$ cat src/rtl/led_pattern_ctrl.sv
// Multi-mode LED driver (static / blink / PWM / PWM+blink) behind an AXI4-Lite register write port.
// Optional per-channel bypass mask enabled by defining LED_CH_MASK_EN.
module led_pattern_ctrl #(
    parameter int LED_WIDTH      = 8,
    parameter int PRESCALE_WIDTH = 16
) (
    input  logic                 S_AXI_ACLK,
    input  logic                 S_AXI_ARESETN,
    input  logic                 slv_reg_wren,
    input  logic [2:0]           axi_awaddr,
    input  logic [31:0]          S_AXI_WDATA,
    output logic [LED_WIDTH-1:0] LED
);

    typedef enum logic [1:0] {
        MODE_STATIC    = 2'b00,
        MODE_BLINK     = 2'b01,
        MODE_PWM       = 2'b10,
        MODE_PWM_BLINK = 2'b11
    } mode_e;

    logic [LED_WIDTH-1:0]      led_val_q, led_val_d;
    mode_e                     mode_q, mode_d;
    logic [PRESCALE_WIDTH-1:0] prescale_q, prescale_d;
    logic [7:0]                duty_q, duty_d;
    logic [7:0]                blink_q, blink_d;
    logic [PRESCALE_WIDTH-1:0] presc_cnt_q, presc_cnt_d;
    logic [7:0]                pwm_cnt_q, pwm_cnt_d;
    logic [7:0]                blink_cnt_q, blink_cnt_d;
    logic                      phase_q, phase_d;
    logic [LED_WIDTH-1:0]      led_q, led_d;

    logic                      tick, pwm_wrap, pwm_on, gate, restart;
    logic [LED_WIDTH-1:0]      gate_vec;
    logic                      unused_wdata;

    assign unused_wdata = ^S_AXI_WDATA;

    // Any timing-parameter write restarts the pattern from a known point.
    assign restart  = slv_reg_wren && (axi_awaddr inside {3'd1, 3'd2, 3'd3, 3'd4});
    assign tick     = (presc_cnt_q == prescale_q);
    assign pwm_wrap = tick && (pwm_cnt_q == 8'hFF);
    assign pwm_on   = (pwm_cnt_q < duty_q);

    always_comb begin
        led_val_d  = led_val_q;
        mode_d     = mode_q;
        prescale_d = prescale_q;
        duty_d     = duty_q;
        blink_d    = blink_q;
        if (slv_reg_wren) begin
            case (axi_awaddr)
                3'd0:    led_val_d  = S_AXI_WDATA[LED_WIDTH-1:0];
                3'd1:    mode_d     = mode_e'(S_AXI_WDATA[1:0]);
                3'd2:    prescale_d = S_AXI_WDATA[PRESCALE_WIDTH-1:0];
                3'd3:    duty_d     = S_AXI_WDATA[7:0];
                3'd4:    blink_d    = S_AXI_WDATA[7:0];
                default: ;
            endcase
        end
    end

    // A restart takes priority over a coincident tick or wrap, so no toggle leaks through.
    always_comb begin
        presc_cnt_d = presc_cnt_q;
        pwm_cnt_d   = pwm_cnt_q;
        blink_cnt_d = blink_cnt_q;
        phase_d     = phase_q;
        if (restart) begin
            presc_cnt_d = '0;
            pwm_cnt_d   = 8'd0;
            blink_cnt_d = 8'd0;
            phase_d     = 1'b0;
        end else begin
            if (tick) begin
                presc_cnt_d = '0;
                pwm_cnt_d   = pwm_cnt_q + 8'd1;
            end else begin
                presc_cnt_d = presc_cnt_q + PRESCALE_WIDTH'(1);
            end
            if (pwm_wrap) begin
                if (blink_cnt_q == blink_q) begin
                    blink_cnt_d = 8'd0;
                    phase_d     = ~phase_q;
                end else begin
                    blink_cnt_d = blink_cnt_q + 8'd1;
                end
            end
        end
    end

    always_comb begin
        gate = 1'b1;
        case (mode_q)
            MODE_STATIC:    gate = 1'b1;
            MODE_BLINK:     gate = ~phase_q;
            MODE_PWM:       gate = pwm_on;
            MODE_PWM_BLINK: gate = pwm_on & ~phase_q;
            default:        gate = 1'b1;
        endcase
    end

`ifdef LED_CH_MASK_EN
    logic [LED_WIDTH-1:0] ch_mask_q, ch_mask_d;

    always_comb begin
        ch_mask_d = ch_mask_q;
        if (slv_reg_wren && axi_awaddr == 3'd5) begin
            ch_mask_d = S_AXI_WDATA[LED_WIDTH-1:0];
        end
    end

    always_ff @(posedge S_AXI_ACLK or negedge S_AXI_ARESETN) begin
        if (!S_AXI_ARESETN) begin
            ch_mask_q <= '1;
        end else begin
            ch_mask_q <= ch_mask_d;
        end
    end

    // Masked-off channels bypass the gate and show LED_VAL directly.
    assign gate_vec = {LED_WIDTH{gate}} | ~ch_mask_q;
`else
    assign gate_vec = {LED_WIDTH{gate}};
`endif

    assign led_d = led_val_q & gate_vec;

    always_ff @(posedge S_AXI_ACLK or negedge S_AXI_ARESETN) begin
        if (!S_AXI_ARESETN) begin
            led_val_q   <= '0;
            mode_q      <= MODE_STATIC;
            prescale_q  <= '0;
            duty_q      <= 8'd0;
            blink_q     <= 8'd0;
            presc_cnt_q <= '0;
            pwm_cnt_q   <= 8'd0;
            blink_cnt_q <= 8'd0;
            phase_q     <= 1'b0;
            led_q       <= '0;
        end else begin
            led_val_q   <= led_val_d;
            mode_q      <= mode_d;
            prescale_q  <= prescale_d;
            duty_q      <= duty_d;
            blink_q     <= blink_d;
            presc_cnt_q <= presc_cnt_d;
            pwm_cnt_q   <= pwm_cnt_d;
            blink_cnt_q <= blink_cnt_d;
            phase_q     <= phase_d;
            led_q       <= led_d;
        end
    end

    assign LED = led_q;

endmodule

$ cat config.mk
export PLATFORM = sky130hd
export DESIGN_NAME = led_pattern_ctrl
export DESIGN_NICKNAME = d
export VERILOG_FILES = /design/src/rtl/led_pattern_ctrl.sv
export SDC_FILE = /design/constraint.sdc
export NUM_CORES = 1
export LEC_CHECK = 0
export BUFFER_PORTS_ARGS = -buffer_cell sky130_fd_sc_hd__buf_2
export CAP_MARGIN = 20
export CORE_ASPECT_RATIO = 0.8
export CORE_MARGIN = 8
export CORE_UTILIZATION = 58
export DETAILED_ROUTE_END_ITERATION = 7
export PLACE_DENSITY = 0.79
export SLEW_MARGIN = 25
export SYNTH_ARGS = -nofsm -noshare
export SYNTH_HDL_FRONTEND = slang
export SYNTH_SLANG_ARGS = --single-unit
$ cat constraint.sdc
create_clock -name S_AXI_ACLK -period 2.4 [get_ports S_AXI_ACLK]
set_input_delay 0.12 -clock S_AXI_ACLK [delete_from_list [all_inputs] [get_ports S_AXI_ACLK]]
set_output_delay 0.12 -clock S_AXI_ACLK [all_outputs]
set_load 0.01 [all_outputs]
Word level (Yosys, flattened, before mapping)

Index checks and enable logic that the tools add are counted.

$add $sub $neg: 3
Magnitude comparators: 1
Eq/ne operators: 10
Muxes and demuxes: 11
Bitwise logic cells: 3
Reductions and logical operators: 14

Operator list:

| kind                    | count |
|---|---|
| $mux W8                 | 5 |
| $mux W16                | 2 |
| $add A16 B1 Y16 const B | 1 |
| $add A8 B1 Y8 const B   | 2 |
| $eq A16 B16 Y1          | 1 |
| $reduce_and A2 Y1       | 6 |
| $and A8 B8 Y8           | 1 |
| $eq A8 B8 Y1            | 1 |
| $eq A8 B8 Y1 const B    | 1 |
| $lt A8 B8 Y1            | 1 |
| $eq A3 B2 Y1 const B    | 2 |
| $reduce_bool A2 Y1      | 3 |
| $eq A2 B2 Y1 const B    | 2 |
| $pmux W1 S4             | 1 |
| $reduce_bool A4 Y1      | 1 |
| $eq A3 B1 Y1 const B    | 1 |
| $eq A3 B3 Y1 const B    | 1 |
| $logic_not A3 Y1        | 1 |
| $mux W1                 | 3 |
| $eq A2 B1 Y1 const B    | 1 |
| $logic_and A1 B1 Y1     | 2 |
| $logic_not A2 Y1        | 1 |
| $and A1 B1 Y1           | 1 |
| $not A1 Y1              | 1 |

Flip-flop bits (word level): 83
Word-level logic and storage cells: 52

Logic depth before layout (Yosys ltp)

Word-level depth: 5
Depth in mapped cells: 8
Gate-level depth less buffers: 7

Least setup slack after synthesis

OpenSTA, ideal clock, no wires.

Kind: flip-flop to flip-flop
Start point: reg presc_cnt_q[2]
End point: reg pwm_cnt_q[7]
Library setup time: 0.078 ns
Arrival: 1.811 ns
Required time: 2.322 ns
Setup slack: 0.511 ns
Cell stages (with the launch flop): 7
Path buffers: 1
Path through: dfrtp_1 > xor2_1 > nor4_2 > nand4_1 > buf_2 > or4_1 > a21oi_1

Cells in the longest elaborated chain, start to end: 2

Ends and longest elaborated chain:

| what                                | RTL line | RTL |
|---|---|---|
| start, declared                     | 27       | `logic [PRESCALE_WIDTH-1:0] presc_cnt_q, presc_cnt_d;` |
| start signal, assigned              | 147      | `presc_cnt_q <= presc_cnt_d;` |
| $eq A16 B16 Y1                      | 41       | `assign tick = (presc_cnt_q == prescale_q);` |
| $reduce_bool A2 Y1 (no source line) | -        |  |
| end signal, assigned                | 148      | `pwm_cnt_q <= pwm_cnt_d;` |
| end, declared                       | 28       | `logic [7:0] pwm_cnt_q, pwm_cnt_d;` |

Every way passes these cells.
A chain may end at the register's enable or synchronous reset.

Worst setup path in the final report

Start point: reg presc_cnt_q[11]
End point: reg pwm_cnt_q[7]

Same word-level chain as after synthesis.

==> flow_summary.ini <==
[clocking]
ctsHtreeMaxLevel = 3
post_cts_buffers = 0
cts_resized = 0
cts.clk_slew.worst_paths_ns = 0.09
cts_buffers = 9
cts_tree = built
ctsLongestPathBuffers = 2
clk_latency_ns = 0.35
cts.sinks = 83
cts_root_buf = clkbuf_8

[drt]
routed_wirelength_mm = 8.55
drc_errors = 0
wl_per_cell_um = 17.5
ant_nets = 0
viasPerCell = 5.92
drt_iter0_drc = 175
vias = 2893
drt_pass1_iterations = 4

[finish]
final_common_cell = dfrtp_1
area_growth_pct = 14.2
most-common-layout-cells = dfrtp_1, mux2_2, xor2_1
diodes = 0
fin_nets = 445
stdcell_area_um2 = 4570
drive_gt1_frac = 0.254

[logic_synthesis]
ys_ff_latch = 83
syn-num-nets = 403
syn_avg_cell_area_um2 = 11.3
async_reset_ff_frac = 1.00
syn_area_um2 = 4000
seq_area_frac_synth = 0.519
synthFlopType = dfrtp_1
synth_edf_count = 0
yosys_warnings = 0
netlist_instances = 355
ys_types = 35

[setup_path]
worstSetupEndpointType = register
critPathBufInv = 1
critical_path_class = register to register
path_max_fanout = 21
slowest_stage = or4_1
crit_family = simple AND/OR/NAND/NOR gates
max_stage_delay_ns = 0.51
worstPathCellList = xor2_1 -> nor4_1 -> nand4_1 -> buf_4 -> or4_1 -> a21oi_1
rr_worst_depth = 6
r2r-start = presc_cnt_q[11]
critPathRequiredTime_ns = 2.67
crit_arrival_ns = 2.44
rrSetupSlack_ns = 0.23
cp_num_cells = 6
crit_path_start_kind = register
timing.rr.end = pwm_cnt_q[7]

[timing]
relSlewSlack = 0.258
fin_crit_sh = 0.902
fin_worst_hold_slack_ns = 0.0172
skew_ns = 0.0110
finalCriticalPeriod_ns = 2.17
fin_setup_tns_ns = 0
timing.fmax_mhz = 462
tightest_slew_ns = 1.10
hold_violations = 0
rsz0062_at_grt = no
setup-violations-final = 0
slew_violations = 0

[outcome]
run_status = complete, no violations

[pwr]
switching_share = 0.299
p_leak_nw = 2.18
internal_power_mw = 2.32
p_switching_uw = 993
power_density_nw_per_um2 = 725
power.share.clock = 0.292
seqPwrFrac = 0.529
p_comb_frac = 0.179
ir_drop_mv = 0.533

[die]
core_um2 = 6790
die_area_um2 = 9830
start_util = 0.590
fp-row-count = 27
chipWidth_um = 109
die-height_um = 90.3
ios = 46

[place]
dpl_cell_area_um2 = 4300
hpwlAfterDp_mm = 6.00
gp_congestion = 0.854
io_buffer_count = 29

[global_route]
grt_max_degree = 46
grt_use_total = 0.183
grt_pass1_wl_mm = 14.6
grt_overflow_total = 0
grt_pass1_vias = 2905
antenna_found_initial = 0

[min_path]
worstHoldPathCells = 2
hold_class = input pin to register
min-delay-start = S_AXI_WDATA[9]
min_delay_worst_endpoint = prescale_q[9]

[flow_run]
max_cap_violations = 0
==> area by class of cell <==
type,count,area (µm²)
clock buffers,9,124
clock inverters,7,65.1
fillers,519,2220
inverters,9,33.8
multi-input cells,247,1840
flip-flops and latches,83,2080
well taps,87,109
repair buffers,47,328
==> registers in the layout, summed over array words and instances, names as in the netlist <==
| signal | count |
|---|---|
| duty_q | 8 |
| phase_q | 1 |
| blink_q | 8 |
| blink_cnt_q | 8 |
| led_val_q | 8 |
| presc_cnt_q | 16 |
| mode_q | 2 |
| prescale_q | 16 |
| pwm_cnt_q | 8 |
| LED | 8 |
==> metal layers <==
metal  wire, µm  vias up  track usage  share of wire
li1           -     1355            -              -
met1       3820     1463        0.245           0.45
met2       4310       65        0.291           0.50
met3        330       10       0.0385          0.039
met4         92        0       0.0512          0.011
met5          0        -            0              0
==> power groups by stage <==
stage	Sequential, mW	Combinational (mW)	Clock, mW
detailed placement	1.78	0.582	0
global route	1.78	0.654	1.06
finish	1.75	0.593	0.968
CTS	1.75	0.598	0.992
global placement	1.77	0.561	0
floorplan	1.76	0.381	0
==> cell usage after synthesis, drive strengths merged, types with 2 or more instances <==
cell	instances	share of area
a21o	4	0.0075
a21oi	24	0.030
a31oi	8	0.013
a41oi	4	0.0087
and3	9	0.014
and4	5	0.011
buf	3	0.0034
clkbuf	13	0.012
dfrtp	83	0.52
ha	10	0.031
inv	9	0.0084
mux2	42	0.12
nand2	18	0.017
nand2b	2	0.0031
nand3	13	0.016
nand4	10	0.016
nor2	23	0.022
nor2b	3	0.0047
nor4	6	0.011
o21ai	4	0.0050
o31ai	8	0.015
or2	2	0.0031
or3	2	0.0031
or4	5	0.0094
xnor2	2	0.0044
xor2	37	0.081
==> worst max path at each step <==
| stage | slack, ns | startpoint | to |
|---|---|---|---|
| finish | 0.23 | presc_cnt_q[11] | pwm_cnt_q[7] |
| global route | 0.14 | presc_cnt_q[11] | pwm_cnt_q[7] |
| CTS | 0.26 | presc_cnt_q[11] | pwm_cnt_q[7] |
| detailed placement | 0.28 | presc_cnt_q[11] | pwm_cnt_q[7] |
| global placement | 0.34 | presc_cnt_q[6] | pwm_cnt_q[7] |
| floorplan | 0.51 | presc_cnt_q[2] | pwm_cnt_q[7] |
==> cell families (layout without fill, tap and decap cells) <==
| group | Yosys count | count (layout) | synth area share |
|---|---|---|---|
| AND/OR/NAND/NOR | 102 | 102 | 0.139 |
| AO/OA/AOI/OAI | 53 | 53 | 0.0806 |
| XOR/XNOR | 39 | 39 | 0.0853 |
| multiplexers | 43 | 43 | 0.121 |
| flip-flops | 83 | 83 | 0.519 |
| adder cells (fa/ha/maj) | 10 | 10 | 0.0313 |
| buffers and inverters | 25 | 72 | 0.0244 |
==> worst register-to-register path: stages (launching register included) <==
cell     delay (ns)
dfrtp_1        0.46
xor2_1         0.17
nor4_1         0.40
nand4_1        0.14
buf_4          0.23
or4_1          0.51
a21oi_1        0.18
==> stage by stage <==
stage | instances | total power, mW | util | worst slack [ns]
6_report | 489 | 3.31 | 0.673 | 0.235
5_1_grt | 489 | 3.49 | 0.673 | 0.144
4_1_cts | 489 | 3.34 | 0.673 | 0.257
3_5_place_dp | 465 | 2.36 | 0.634 | 0.279
3_3_place_gp | 465 | 2.33 | 0.634 | 0.345
2_1_floorplan | 355 | 2.14 | - | 0.511
==> timing repair <==
action / 4_1_cts / 5_1_grt
hold buffers: 8 / 0
endpoints found under the setup margin: 0 / 0
endpoints found under the hold margin: 45 / 0
Power figures use the tool's default switching activity.
